[config.mk]
export PLATFORM = sky130hd
export DESIGN_NAME = proc_alu_stream_pipe
export DESIGN_NICKNAME = d
export VERILOG_FILES = /design/src/rtl/proc_alu_pkg.sv /design/src/rtl/proc_alu_core.sv /design/src/rtl/proc_alu_stream_pipe.sv
export SDC_FILE = /design/constraint.sdc
export NUM_CORES = 1
export LEC_CHECK = 0
export CORE_MARGIN = 2
export CORE_UTILIZATION = 60
export CTS_CLUSTER_SIZE = 24
export DETAILED_ROUTE_END_ITERATION = 10
export PLACE_DENSITY = 0.83
export SLEW_MARGIN = 10
export SYNTH_ARGS = -nofsm -noshare
export SYNTH_HDL_FRONTEND = slang
export SYNTH_SLANG_ARGS = --single-unit
export TNS_END_PERCENT = 100
[constraint.sdc]
create_clock -name clk -period 8.1 [get_ports clk]
set_input_delay 2.025 -clock clk [delete_from_list [all_inputs] [get_ports clk]]
set_output_delay 2.025 -clock clk [all_outputs]
set_load 0.05 [all_outputs]
[src/rtl/proc_alu_pkg.sv]
`default_nettype none
// ============================================================================
// Module   : proc_alu_pkg
// Purpose  : Shared definitions for the proc ALU stream pipeline.
//            - ALU function-code encodings (6-bit fn field)
//            - helpers sizing the request/response stream messages
//            - helper packing the comparison flags into the response header
// Config   : ALU_SUBWORD_EN gives codes 16..19 (packed lane ops) meaning;
//            the encodings are always declared here.
// Revision : 1.0 - initial release
// ============================================================================
package proc_alu_pkg;

    localparam int ALU_FN_W = 6;

    localparam logic [ALU_FN_W-1:0] ALU_FN_ADD    = 6'd0;
    localparam logic [ALU_FN_W-1:0] ALU_FN_SUB    = 6'd1;
    localparam logic [ALU_FN_W-1:0] ALU_FN_SLL    = 6'd2;
    localparam logic [ALU_FN_W-1:0] ALU_FN_OR     = 6'd3;
    localparam logic [ALU_FN_W-1:0] ALU_FN_SLT    = 6'd4;
    localparam logic [ALU_FN_W-1:0] ALU_FN_SLTU   = 6'd5;
    localparam logic [ALU_FN_W-1:0] ALU_FN_AND    = 6'd6;
    localparam logic [ALU_FN_W-1:0] ALU_FN_XOR    = 6'd7;
    localparam logic [ALU_FN_W-1:0] ALU_FN_NOR    = 6'd8;
    localparam logic [ALU_FN_W-1:0] ALU_FN_SRL    = 6'd9;
    localparam logic [ALU_FN_W-1:0] ALU_FN_SRA    = 6'd10;
    localparam logic [ALU_FN_W-1:0] ALU_FN_CP_OP0 = 6'd11;
    localparam logic [ALU_FN_W-1:0] ALU_FN_CP_OP1 = 6'd12;
    localparam logic [ALU_FN_W-1:0] ALU_FN_PADDB  = 6'd16;
    localparam logic [ALU_FN_W-1:0] ALU_FN_PADDH  = 6'd17;
    localparam logic [ALU_FN_W-1:0] ALU_FN_PSUBB  = 6'd18;
    localparam logic [ALU_FN_W-1:0] ALU_FN_PSUBH  = 6'd19;

    // Request message: {fn, in0, in1}
    function automatic int req_msg_w(input int nbits);
        return 2 * nbits + ALU_FN_W;
    endfunction

    // Response message: {ops_eq, ops_lt, ops_ltu, out}
    function automatic int resp_msg_w(input int nbits);
        return nbits + 3;
    endfunction

    function automatic logic [2:0] pack_flags(input logic eq, input logic lt,
                                              input logic ltu);
        return {eq, lt, ltu};
    endfunction

endpackage
`default_nettype wire

[src/rtl/proc_alu_core.sv]
`default_nettype none
// ============================================================================
// Module   : proc_alu_core
// Purpose  : Purely combinational proc ALU. Flags are computed for every op
//            regardless of fn; undefined fn codes produce out = 0.
// Ports    : in0, in1 [P_NBITS]  operands
//            fn       [6]        function code (see proc_alu_pkg)
//            out      [P_NBITS]  result (modular wrap)
//            ops_eq / ops_lt / ops_ltu  equal / signed-less / unsigned-less
// Config   : ALU_SUBWORD_EN adds PADDB/PADDH/PSUBB/PSUBH lane-wise ops
//            (lanes wrap independently, no carry across lanes).
// Revision : 1.0 - initial release
// ============================================================================
module proc_alu_core
    import proc_alu_pkg::*;
#(
    parameter int P_NBITS = 32
) (
    input  logic [P_NBITS-1:0]  in0,
    input  logic [P_NBITS-1:0]  in1,
    input  logic [ALU_FN_W-1:0] fn,
    output logic [P_NBITS-1:0]  out,
    output logic                ops_eq,
    output logic                ops_lt,
    output logic                ops_ltu
);

    localparam int c_SHAMT_W = $clog2(P_NBITS);

    logic [c_SHAMT_W-1:0] w_shamt;

    assign w_shamt = in1[c_SHAMT_W-1:0];
    assign ops_eq  = (in0 == in1);
    assign ops_lt  = ($signed(in0) < $signed(in1));
    assign ops_ltu = (in0 < in1);

`ifdef ALU_SUBWORD_EN
    logic [P_NBITS-1:0] w_paddb;
    logic [P_NBITS-1:0] w_psubb;
    logic [P_NBITS-1:0] w_paddh;
    logic [P_NBITS-1:0] w_psubh;

    // Each lane is an independent adder so carries never leak across lanes.
    for (genvar i = 0; i < P_NBITS / 8; i++) begin : g_lane_b
        assign w_paddb[8*i +: 8] = in0[8*i +: 8] + in1[8*i +: 8];
        assign w_psubb[8*i +: 8] = in0[8*i +: 8] - in1[8*i +: 8];
    end

    for (genvar i = 0; i < P_NBITS / 16; i++) begin : g_lane_h
        assign w_paddh[16*i +: 16] = in0[16*i +: 16] + in1[16*i +: 16];
        assign w_psubh[16*i +: 16] = in0[16*i +: 16] - in1[16*i +: 16];
    end
`endif

    always_comb begin
        out = '0;
        case (fn)
            ALU_FN_ADD:    out = in0 + in1;
            ALU_FN_SUB:    out = in0 - in1;
            ALU_FN_SLL:    out = in0 << w_shamt;
            ALU_FN_OR:     out = in0 | in1;
            ALU_FN_SLT:    out = {{(P_NBITS-1){1'b0}}, ops_lt};
            ALU_FN_SLTU:   out = {{(P_NBITS-1){1'b0}}, ops_ltu};
            ALU_FN_AND:    out = in0 & in1;
            ALU_FN_XOR:    out = in0 ^ in1;
            ALU_FN_NOR:    out = ~(in0 | in1);
            ALU_FN_SRL:    out = in0 >> w_shamt;
            ALU_FN_SRA:    out = $unsigned($signed(in0) >>> w_shamt);
            ALU_FN_CP_OP0: out = in0;
            ALU_FN_CP_OP1: out = in1;
`ifdef ALU_SUBWORD_EN
            ALU_FN_PADDB:  out = w_paddb;
            ALU_FN_PADDH:  out = w_paddh;
            ALU_FN_PSUBB:  out = w_psubb;
            ALU_FN_PSUBH:  out = w_psubh;
`endif
            default:       out = '0;
        endcase
    end

endmodule
`default_nettype wire

[src/rtl/proc_alu_stream_pipe.sv]
`default_nettype none
// ============================================================================
// Module   : proc_alu_stream_pipe
// Purpose  : Fully elastic val/rdy wrapper around proc_alu_core.
//            Stage 0 registers the request {fn,in0,in1}; the ALU sits between
//            stage 0 and stage 1; stages 1..P_NSTAGES-1 register results.
//            Latency P_NSTAGES cycles, throughput one per cycle, FIFO order.
// Ports    : clk, reset (sync, active-high)
//            istream_val/rdy/msg  request  {fn[5:0], in0, in1}
//            ostream_val/rdy/msg  response {ops_eq, ops_lt, ops_ltu, out}
// Config   : ALU_SUBWORD_EN (forwarded to proc_alu_core) enables packed ops.
// Revision : 1.0 - initial release
// ============================================================================
module proc_alu_stream_pipe
    import proc_alu_pkg::*;
#(
    parameter int P_NBITS   = 32,
    parameter int P_NSTAGES = 2
) (
    input  logic                            clk,
    input  logic                            reset,
    input  logic                            istream_val,
    output logic                            istream_rdy,
    input  logic [2*P_NBITS+ALU_FN_W-1:0]   istream_msg,
    output logic                            ostream_val,
    input  logic                            ostream_rdy,
    output logic [P_NBITS+2:0]              ostream_msg
);

    localparam int c_REQ_W  = req_msg_w(P_NBITS);
    localparam int c_RESP_W = resp_msg_w(P_NBITS);

    logic [c_REQ_W-1:0]                     r_req;
    logic [P_NSTAGES-1:0]                   r_valid;
    logic [P_NSTAGES-1:0]                   w_go;
    logic [P_NSTAGES-1:0]                   w_load;
    // Element 0 is the ALU output; element k>0 is the stage-k result register.
    logic [P_NSTAGES-1:0][c_RESP_W-1:0]     w_stage_resp;

    logic [ALU_FN_W-1:0]                    w_fn;
    logic [P_NBITS-1:0]                     w_in0;
    logic [P_NBITS-1:0]                     w_in1;
    logic [P_NBITS-1:0]                     w_alu_out;
    logic                                   w_eq;
    logic                                   w_lt;
    logic                                   w_ltu;

    // Advance chain: a stage may move when its successor is empty or moving.
    // Only ostream_rdy feeds this chain, so ostream_rdy -> istream_rdy is the
    // sole combinational path through the block.
    always_comb begin
        w_go = '0;
        w_go[P_NSTAGES-1] = ostream_rdy;
        for (int k = P_NSTAGES - 2; k >= 0; k--) begin
            w_go[k] = !r_valid[k+1] | w_go[k+1];
        end
    end

    assign istream_rdy = (!r_valid[0] | w_go[0]) & !reset;

    always_comb begin
        w_load = '0;
        w_load[0] = istream_val & istream_rdy;
        for (int k = 1; k < P_NSTAGES; k++) begin
            w_load[k] = r_valid[k-1] & w_go[k-1];
        end
    end

    // A loading stage becomes valid; a draining stage with nothing arriving
    // empties; a stalled stage (go low) keeps its state.
    always_ff @(posedge clk) begin
        if (reset) begin
            r_valid <= '0;
        end else begin
            for (int k = 0; k < P_NSTAGES; k++) begin
                if (w_load[k]) begin
                    r_valid[k] <= 1'b1;
                end else if (w_go[k]) begin
                    r_valid[k] <= 1'b0;
                end
            end
        end
    end

    // Payload registers are intentionally left unreset.
    always_ff @(posedge clk) begin
        if (w_load[0]) begin
            r_req <= istream_msg;
        end
    end

    assign w_fn  = r_req[2*P_NBITS +: ALU_FN_W];
    assign w_in0 = r_req[P_NBITS +: P_NBITS];
    assign w_in1 = r_req[0 +: P_NBITS];

    proc_alu_core #(
        .P_NBITS (P_NBITS)
    ) u_core (
        .in0     (w_in0),
        .in1     (w_in1),
        .fn      (w_fn),
        .out     (w_alu_out),
        .ops_eq  (w_eq),
        .ops_lt  (w_lt),
        .ops_ltu (w_ltu)
    );

    assign w_stage_resp[0] = {pack_flags(w_eq, w_lt, w_ltu), w_alu_out};

    for (genvar k = 1; k < P_NSTAGES; k++) begin : g_stage
        logic [c_RESP_W-1:0] r_resp;

        always_ff @(posedge clk) begin
            if (w_load[k]) begin
                r_resp <= w_stage_resp[k-1];
            end
        end

        assign w_stage_resp[k] = r_resp;
    end

    assign ostream_val = r_valid[P_NSTAGES-1];
    // Payload regs are unreset, so gate the message to keep it clean when idle.
    assign ostream_msg = ostream_val ? w_stage_resp[P_NSTAGES-1] : '0;

endmodule
`default_nettype wire

### Word-level counts from Yosys, hierarchy flattened

Index checks and enable logic that the tools add are counted.
W data, S select, Z words.

* register bits after elaboration: 107
* latch bits: 0
* bits in writable memories: 0
* bits in read-only memories: 0
* bits of input ports: 74
* output and inout port bits: 37
* logic and storage cells: 45
* memories kept: 0

* add/subtract/negate cells: 2
* $mul: 0
* divide/modulo/power cells: 0
* $lt $le $gt $ge: 2
* equal/unequal tests: 13
* shift operators: 3
* muxes and demuxes: 6
* bitwise logic cells: 9
* reduce and logical (&&, ||, !) cells: 6

Operator list (number)
* $pmux W32 S13: 1
* $lt A32 B32 Y1: 2
* $mux W35: 1
* $add A32 B32 Y32: 1
* $and A32 B32 Y32: 1
* $eq A32 B32 Y1: 1
* $not A32 Y32: 1
* $or A32 B32 Y32: 1
* $shl A32 B5 Y32: 1
* $shr A32 B5 Y32: 1
* $sshr A32 B5 Y32: 1
* $sub A32 B32 Y32: 1
* $xor A32 B32 Y32: 1
* $eq A6 B4 Y1 const B: 5
* $eq A6 B3 Y1 const B: 4
* $eq A6 B2 Y1 const B: 2
* $eq A6 B1 Y1 const B: 1
* $logic_not A6 Y1: 1
* $mux W1: 4
* $reduce_bool A2 Y1: 2
* $and A1 B1 Y1: 3
* $logic_not A1 Y1: 3
* $or A1 B1 Y1: 2

### Depth between registers and ports, before layout

Gate-level depths: netlist (run 1).

* depth after elaboration: 6
* gate-level depth with buffers: 14
* gate-level depth less buffers: 12

### By module

From an unflattened synthesis (run 1), not the netlist that was laid out.

* cell total of the unflattened synthesis: 1452
* area total of the unflattened synthesis: 12585.8 µm²

Modules (own cells, without submodules)
* proc_alu_core: instances 1, cells each 1298, area an instance 9063.7 µm², seq. area each 0.0 µm²
* proc_alu_stream_pipe: instances 1, cells each 154, area an instance 3522.1 µm², seq. area each 3193.1 µm²

### Least setup slack after synthesis (run 1)

OpenSTA, ideal clock, no wires.

* path type: input port to flip-flop
* start point: input port ostream_rdy
* end point: register r_req[0] (enable)
* data arrival time: 4680 ps
* path slack: 2984 ps
* cell stages on the path: 3
* cell sequence: nor2b_1 a21oi_1 and2_1

* word-level cells in the longest chain between the ends: 4

RTL lines
* start, declared: RTL line proc_alu_stream_pipe.sv:26 `input logic ostream_rdy,`
* $or A1 B1 Y1: RTL line proc_alu_stream_pipe.sv:55 `w_go[k] = !r_valid[k+1] | w_go[k+1];`
* $or A1 B1 Y1: RTL line proc_alu_stream_pipe.sv:59 `assign istream_rdy = (!r_valid[0] | w_go[0]) & !reset;`
* $and A1 B1 Y1: RTL line proc_alu_stream_pipe.sv:59
* via istream_rdy: RTL line proc_alu_stream_pipe.sv:23 `output logic istream_rdy,`
* $and A1 B1 Y1: RTL line proc_alu_stream_pipe.sv:63 `w_load[0] = istream_val & istream_rdy;`
* via w_load[0]: RTL line proc_alu_stream_pipe.sv:36 `logic [P_NSTAGES-1:0] w_load;`
* end signal, assigned: RTL line proc_alu_stream_pipe.sv:88 `r_req <= istream_msg;`
* end, declared: RTL line proc_alu_stream_pipe.sv:33 `logic [c_REQ_W-1:0] r_req;`

The timed path passes the listed nets, and every way through them passes these cells.
A chain may end at the register's enable or synchronous reset.

### Final worst setup path (run 1)

* start point: input port ostream_rdy
* end point: output port istream_rdy

* word-level cells in the longest chain between the ends: 3

RTL lines (RTL line)
* $or A1 B1 Y1: proc_alu_stream_pipe.sv:55
* $or A1 B1 Y1: proc_alu_stream_pipe.sv:59
* $and A1 B1 Y1: proc_alu_stream_pipe.sv:59
* end, declared: proc_alu_stream_pipe.sv:23

Every way passes these cells.

==> results.py, run 1 <==
metrics = {
    "setup_path": {
        "cp_data_required_time_ps": 6080,
        "arrival_ps": 3660,
        "criticalPathCategory": "in2out",
        "end_kind": "output pin",
        "crit_top_cell": "clkdlybuf4s50_1",
        "cp_slowest_cell": "clkdlybuf4s50_1",
        "max_stage_delay_ps": 720,
        "cp-start-kind": "input port",
        "crit_fanout": 4,
        "crit_chain": "clkdlybuf4s50_1 > nor2b_1 > a21oi_1 > clkdlybuf4s50_1",
    },
    "routing": {
        "drt_iter0_drc": 2296,
        "avgRoutedWirePerCell_um": 25.6,
        "routed-via-count": 13096,
        "dr.pass1.iters": 9,
        "vias_per_cell": 7.20,
        "wl_um": 46600,
        "postRouteAntennaNets": 0,
        "drcViolationCount": 0,
    },
    "grt": {
        "gr-total-overflow": 0,
        "antenna_found_initial": 0,
        "grt_use_total": 0.422,
        "grt_pass1_wl_um": 70000,
        "grt_pass1_vias": 11783,
        "grt_max_degree": 88,
    },
    "pwr": {
        "power.total_mw": 1.68,
        "pwr_density_cell_nw_per_um2": 122,
        "ir_worst_vdd_uv": 89.7,
        "leakage_nw": 5.37,
    },
    "sta": {
        "whs_ps": 539,
        "fin_crit_sh": 0.702,
        "fmax_ghz": 0.176,
        "fin_ws_ps": 2410,
        "final_hold_viol_count": 0,
        "worst_pin_slew_ps": 1020,
        "skew_ps": 18.5,
        "maxSlewHeadroom": 0.321,
        "maxSlewViolCount": 0,
        "rsz0062_at_grt": "no",
        "min_period_ps": 5690,
        "setup_tns_ps": 0,
        "setup_viol": 0,
    },
    "synthesis": {
        "synthFlopType": "edfxtp_1",
        "syn_inst": 1509,
        "synth_largest_area_cell": "edfxtp_1",
        "yosysTopAreaCellShare": 0.256,
        "yosysWarnings": 0,
        "seq_area_frac_synth": 0.259,
        "synth_common_cells": "a21oi_1 (175), nor2_1 (165), o21ai_0 (107)",
        "syn_avg_cell_area_sq_um": 8.16,
        "yosysUniqueCellTypes": 77,
        "yosysMostFrequentCell": "a21oi_1",
        "ys_seq_elements": 107,
        "synth_edf_count": 105,
        "async_flop_share": 0,
        "synth_area_sq_um": 12300,
        "synth_area_leaders": "edfxtp_1 (26%), ha_1 (9.9%), a21oi_1 (7.1%)",
        "synth_fp_nets": 1682,
    },
    "die": {
        "io_pins": 111,
        "fp.dieH_um": 147,
        "chipWidth_um": 147,
        "coreArea_sq_um": 20200,
        "dieArea_sq_um": 21700,
        "row_count": 52,
        "start_util": 0.610,
    },
    "place": {
        "portBuffers": 110,
        "gp_congestion": 1.04,
        "place_ws_ps": 2420,
        "hpwl_um": 34700,
    },
    "layout": {
        "n_antenna_cell": 0,
        "finalNetCount": 1717,
        "post-route-util": 0.683,
        "area_growth_pct": 12.0,
        "drive_gt1_frac": 0.0626,
    },
    "clocking": {
        "cts.path.max_buffers": 2,
        "cts_setup_buffers": 0,
        "ctsResizeCount": 0,
        "path_clk_slew_ps": 70,
        "cts-root-buf": "clkbuf_16",
        "cts.sink_count": 107,
        "numCtsBuffers": 9,
        "cts_hold_buffers": 0,
        "clock_latency_ps": 380,
        "cts_tree": "built",
        "htree_num_levels": 3,
    },
    "status": {
        "status": "finished clean",
    },
    "job": {
        "cap_violations": 0,
    },
    "worst_hold_path": {
        "holdCritPathClass": "reg2reg",
    },
}
-- critical path, delay by kind of cell --
family / cells / cell delay (ps)
buf+inv: 2 / 1120
simple gates: 1 / 340
compound gates: 1 / 170
-- report_power, final --
| group | internal [mW] | leakage, nW | total (mW) | switching (mW) |
|---|---|---|---|---|
| clock | 0.246 | 0.153 | 0.478 | 0.232 |
| combinational | 0.201 | 4.21 | 0.533 | 0.332 |
| sequential | 0.640 | 1.00 | 0.674 | 0.0337 |
| total | 1.09 | 5.37 | 1.68 | 0.598 |
-- final cells by class --
type,instances,area (sq um)
Inverter,94,353
Sequential cell,107,3190
Clock inverter,7,81.3
Tap cell,270,338
Clock buffer,9,225
Multi-Input combinational cell,1202,8340
Fill cell,1674,6380
Timing Repair Buffer,130,1250
-- placed cells by master (no fill, tap or decap), types with 33 or more instances in the layout --
master             n
edfxtp_1         105
mux2i_1           55
clkdlybuf4s50_1  110
nor3_1            33
inv_1             89
and2_1            40
o21ai_0          107
nand2_1          103
ha_1              97
nor2_1           162
a21oi_1          175
-- per-layer routing --
metal | global-route usage | wire [um]
met3 | 0.111 | 7250
met5 | 0 | 0
met4 | 0.163 | 2100
met1 | 0.596 | 17700
met2 | 0.622 | 19500
-- flip-flops by register name (all words and copies together) (netlist names) --
register	cells
r_req	70
g_stage.r_resp	35
r_valid	2
-- metrics by stage --
stage	instance area, sq um	cells
after floorplan	12300	1509
after global placement	13500	1803
after detailed placement	13500	1803
after CTS	13800	1819
after global routing	13800	1819
final	13800	1819
-- cells by family after synthesis --
group / Yosys count / synth area share
AOI/OAI and AO/OA: 524 / 0.278
xor gates and xnor gates: 24 / 0.0171
adders and majority gates: 99 / 0.102
buffers and inverters: 200 / 0.0646
DFF: 107 / 0.259
muxes: 93 / 0.102
and+or+nand+nor: 462 / 0.177
-- worst paths after layout --
path          startpoint                   end  slack, ps  cells after the start
min reg2reg   r_valid[0]            r_valid[1]        540                      2
max reg2reg     r_req[2]  g_stage[1].r_resp[0]       3210                     12
max          ostream_rdy           istream_rdy       2410                      4
min           r_valid[0]            r_valid[1]        540                      2
Power figures use the tool's default switching activity.
==> inputs of run 2 (changes only) <==
==> constraint.sdc (replaced) <==
create_clock -name clk -period 5.6 [get_ports clk]
set_input_delay 1.4 -clock clk [delete_from_list [all_inputs] [get_ports clk]]
set_output_delay 1.4 -clock clk [all_outputs]
set_load 0.05 [all_outputs]
==> run 2 against run 1 <==
Register-to-register slack got worse by 2300 ps. Combinational power is 46% higher. Die area unchanged. Design area about the same. Power up 45%.
==> results.py, run 2 (same netlist as run 1, synthesis figures left out) <==
metrics = {
    "clocking": {
        "cts.sink_count": 107,
        "ctsResizeCount": 0,
        "cts_hold_buffers": 0,
        "path_clk_slew_ps": 80,
        "cts_setup_buffers": 0,
        "htree_num_levels": 3,
        "numCtsBuffers": 9,
        "cts_tree": "built",
        "clock_latency_ps": 370,
        "cts.path.max_buffers": 2,
        "cts-root-buf": "clkbuf_16",
    },
    "sta": {
        "min_period_ps": 4680,
        "fin_crit_sh": 0.835,
        "rsz0062_at_grt": "no",
        "maxSlewViolCount": 0,
        "setup_tns_ps": 0,
        "skew_ps": 13.4,
        "worst_pin_slew_ps": 1150,
        "fmax_ghz": 0.214,
        "maxSlewHeadroom": 0.211,
        "setup_viol": 0,
        "final_hold_viol_count": 0,
    },
    "die": {
        "coreArea_sq_um": 20200,
        "fp.dieH_um": 147,
        "io_pins": 111,
        "chipWidth_um": 147,
        "row_count": 52,
        "dieArea_sq_um": 21700,
        "start_util": 0.610,
    },
    "place": {
        "hpwl_um": 35700,
        "gp_congestion": 1.06,
        "portBuffers": 110,
        "dp.cells": 1805,
        "dpl_cell_area_sq_um": 13500,
    },
    "setup_path": {
        "criticalPathCategory": "reg2reg",
        "arrival_ps": 4770,
        "timing.rr.start": "r_req[1]",
        "crit_fanout": 17,
        "end_kind": "flop",
        "cp_slowest_cell": "a2111oi_0",
        "crit_start": "r_req[1]",
        "timing.rr.end": "g_stage[1].r_resp[31]",
        "crit_top_cell": "a211oi_1",
        "cp_data_required_time_ps": 5690,
        "timing.reg2reg.setup_slack_ps": 920,
        "reg2reg_depth": 11,
        "crit_chain": "clkinv_1 > ha_1 > nor2_1 > o311ai_1 > a211oi_1 > a2111oi_0 > a211oi_1 > o21a_1 > o32ai_2 > xnor2_1 > o21ai_1",
        "max_stage_delay_ps": 860,
        "cp-start-kind": "flop",
    },
    "pwr": {
        "ir_worst_vdd_uv": 131,
        "pwr_density_cell_nw_per_um2": 177,
        "power.total_mw": 2.44,
        "leakage_nw": 5.36,
    },
    "routing": {
        "wl_um": 47800,
        "vias_per_cell": 7.28,
        "postRouteAntennaNets": 0,
        "dr.pass1.iters": 8,
        "drcViolationCount": 0,
        "avgRoutedWirePerCell_um": 26.3,
        "routed-via-count": 13260,
        "drt_iter0_drc": 2504,
    },
    "layout": {
        "top_regs": "r_req (70), g_stage.r_resp (35), r_valid (2)",
        "finalNetCount": 1719,
        "n_antenna_cell": 0,
        "regMostFlops": "r_req",
        "final_cells": 1821,
        "drive_gt1_frac": 0.0638,
        "stdcell_area_sq_um": 13800,
        "area_growth_pct": 12.1,
        "layout.cells.most_common": "a21oi_1",
        "largest_register_ffs": 70,
        "final_cell_mix": "a21oi_1 (175), nor2_1 (162), clkdlybuf4s50_1 (110)",
    },
    "grt": {
        "met2_usage": 0.629,
        "grt_use_total": 0.431,
        "grt_pass1_wl_um": 71200,
        "grt_max_degree": 87,
        "grt_pass1_vias": 11782,
        "globalRouteMet3Util": 0.0953,
        "gr-total-overflow": 0,
        "use_met1": 0.623,
        "antenna_found_initial": 1,
        "top_usage_layer": "met2",
    },
    "job": {
        "cap_violations": 0,
    },
    "worst_hold_path": {
        "hold-path-endpoint": "r_valid[1]",
        "whs_path_depth": 2,
        "holdCritPathClass": "reg2reg",
        "hp-start": "r_valid[0]",
    },
    "status": {
        "status": "finished clean",
    },
}
## run 2: changes by cell type in the layout (fill, tap and decap cells not counted), sizes merged
cell and delta:
buf +2, clkinv -1, inv -2, clkinvlp +3
## run 2: layout make-up
class                      count  area [sq um]
inverter                      94           353
clock buffer                   9           225
multi-input combinational   1202          8340
tap                          270           338
clock inverter                 7          75.1
sequential                   107          3190
timing repair buffer         132          1270
fill                        1663          6380
## run 2: stage by stage
step           worst slack (ps)  hold WS [ps]  utilization
2_1_floorplan              1110           478            -
3_3_place_gp               1160           509        0.669
3_5_place_dp               1070           540        0.669
4_1_cts                    1040           552        0.684
5_1_grt                     724           584        0.684
6_report                    922           553        0.684
## run 2: worst max path at each step
stage	endpoint	slack, ps	cells after the start
floorplan	r_req[0]	1110	3
global placement	g_stage[1].r_resp[31]	1160	11
detailed placement	g_stage[1].r_resp[31]	1070	11
CTS	g_stage[1].r_resp[31]	1040	11
global route	g_stage[1].r_resp[31]	720	11
finish	g_stage[1].r_resp[31]	920	11
## run 2: report_power, final
part	total (mW)	internal, mW	leakage (nW)	switching [mW]
clock	0.682	0.350	0.138	0.332
sequential	0.977	0.926	1.00	0.0513
combinational	0.777	0.291	4.22	0.485
## run 2: critical path: cells and delay by family (launching register included)
family | cells | cell delay [ps]
xor gates and xnor gates | 1 | 150
buffers and inverters | 1 | 510
adders and majority gates | 1 | 520
and+or+nand+nor | 1 | 80
AOI/OAI and AO/OA | 7 | 2410
DFF | 1 | 740
## run 2: layer usage
layer | share of wire | routed length, um
met5 | 0.0018 | 85
met3 | 0.16 | 7470
met1 | 0.38 | 18200
met2 | 0.41 | 19700
met4 | 0.048 | 2270
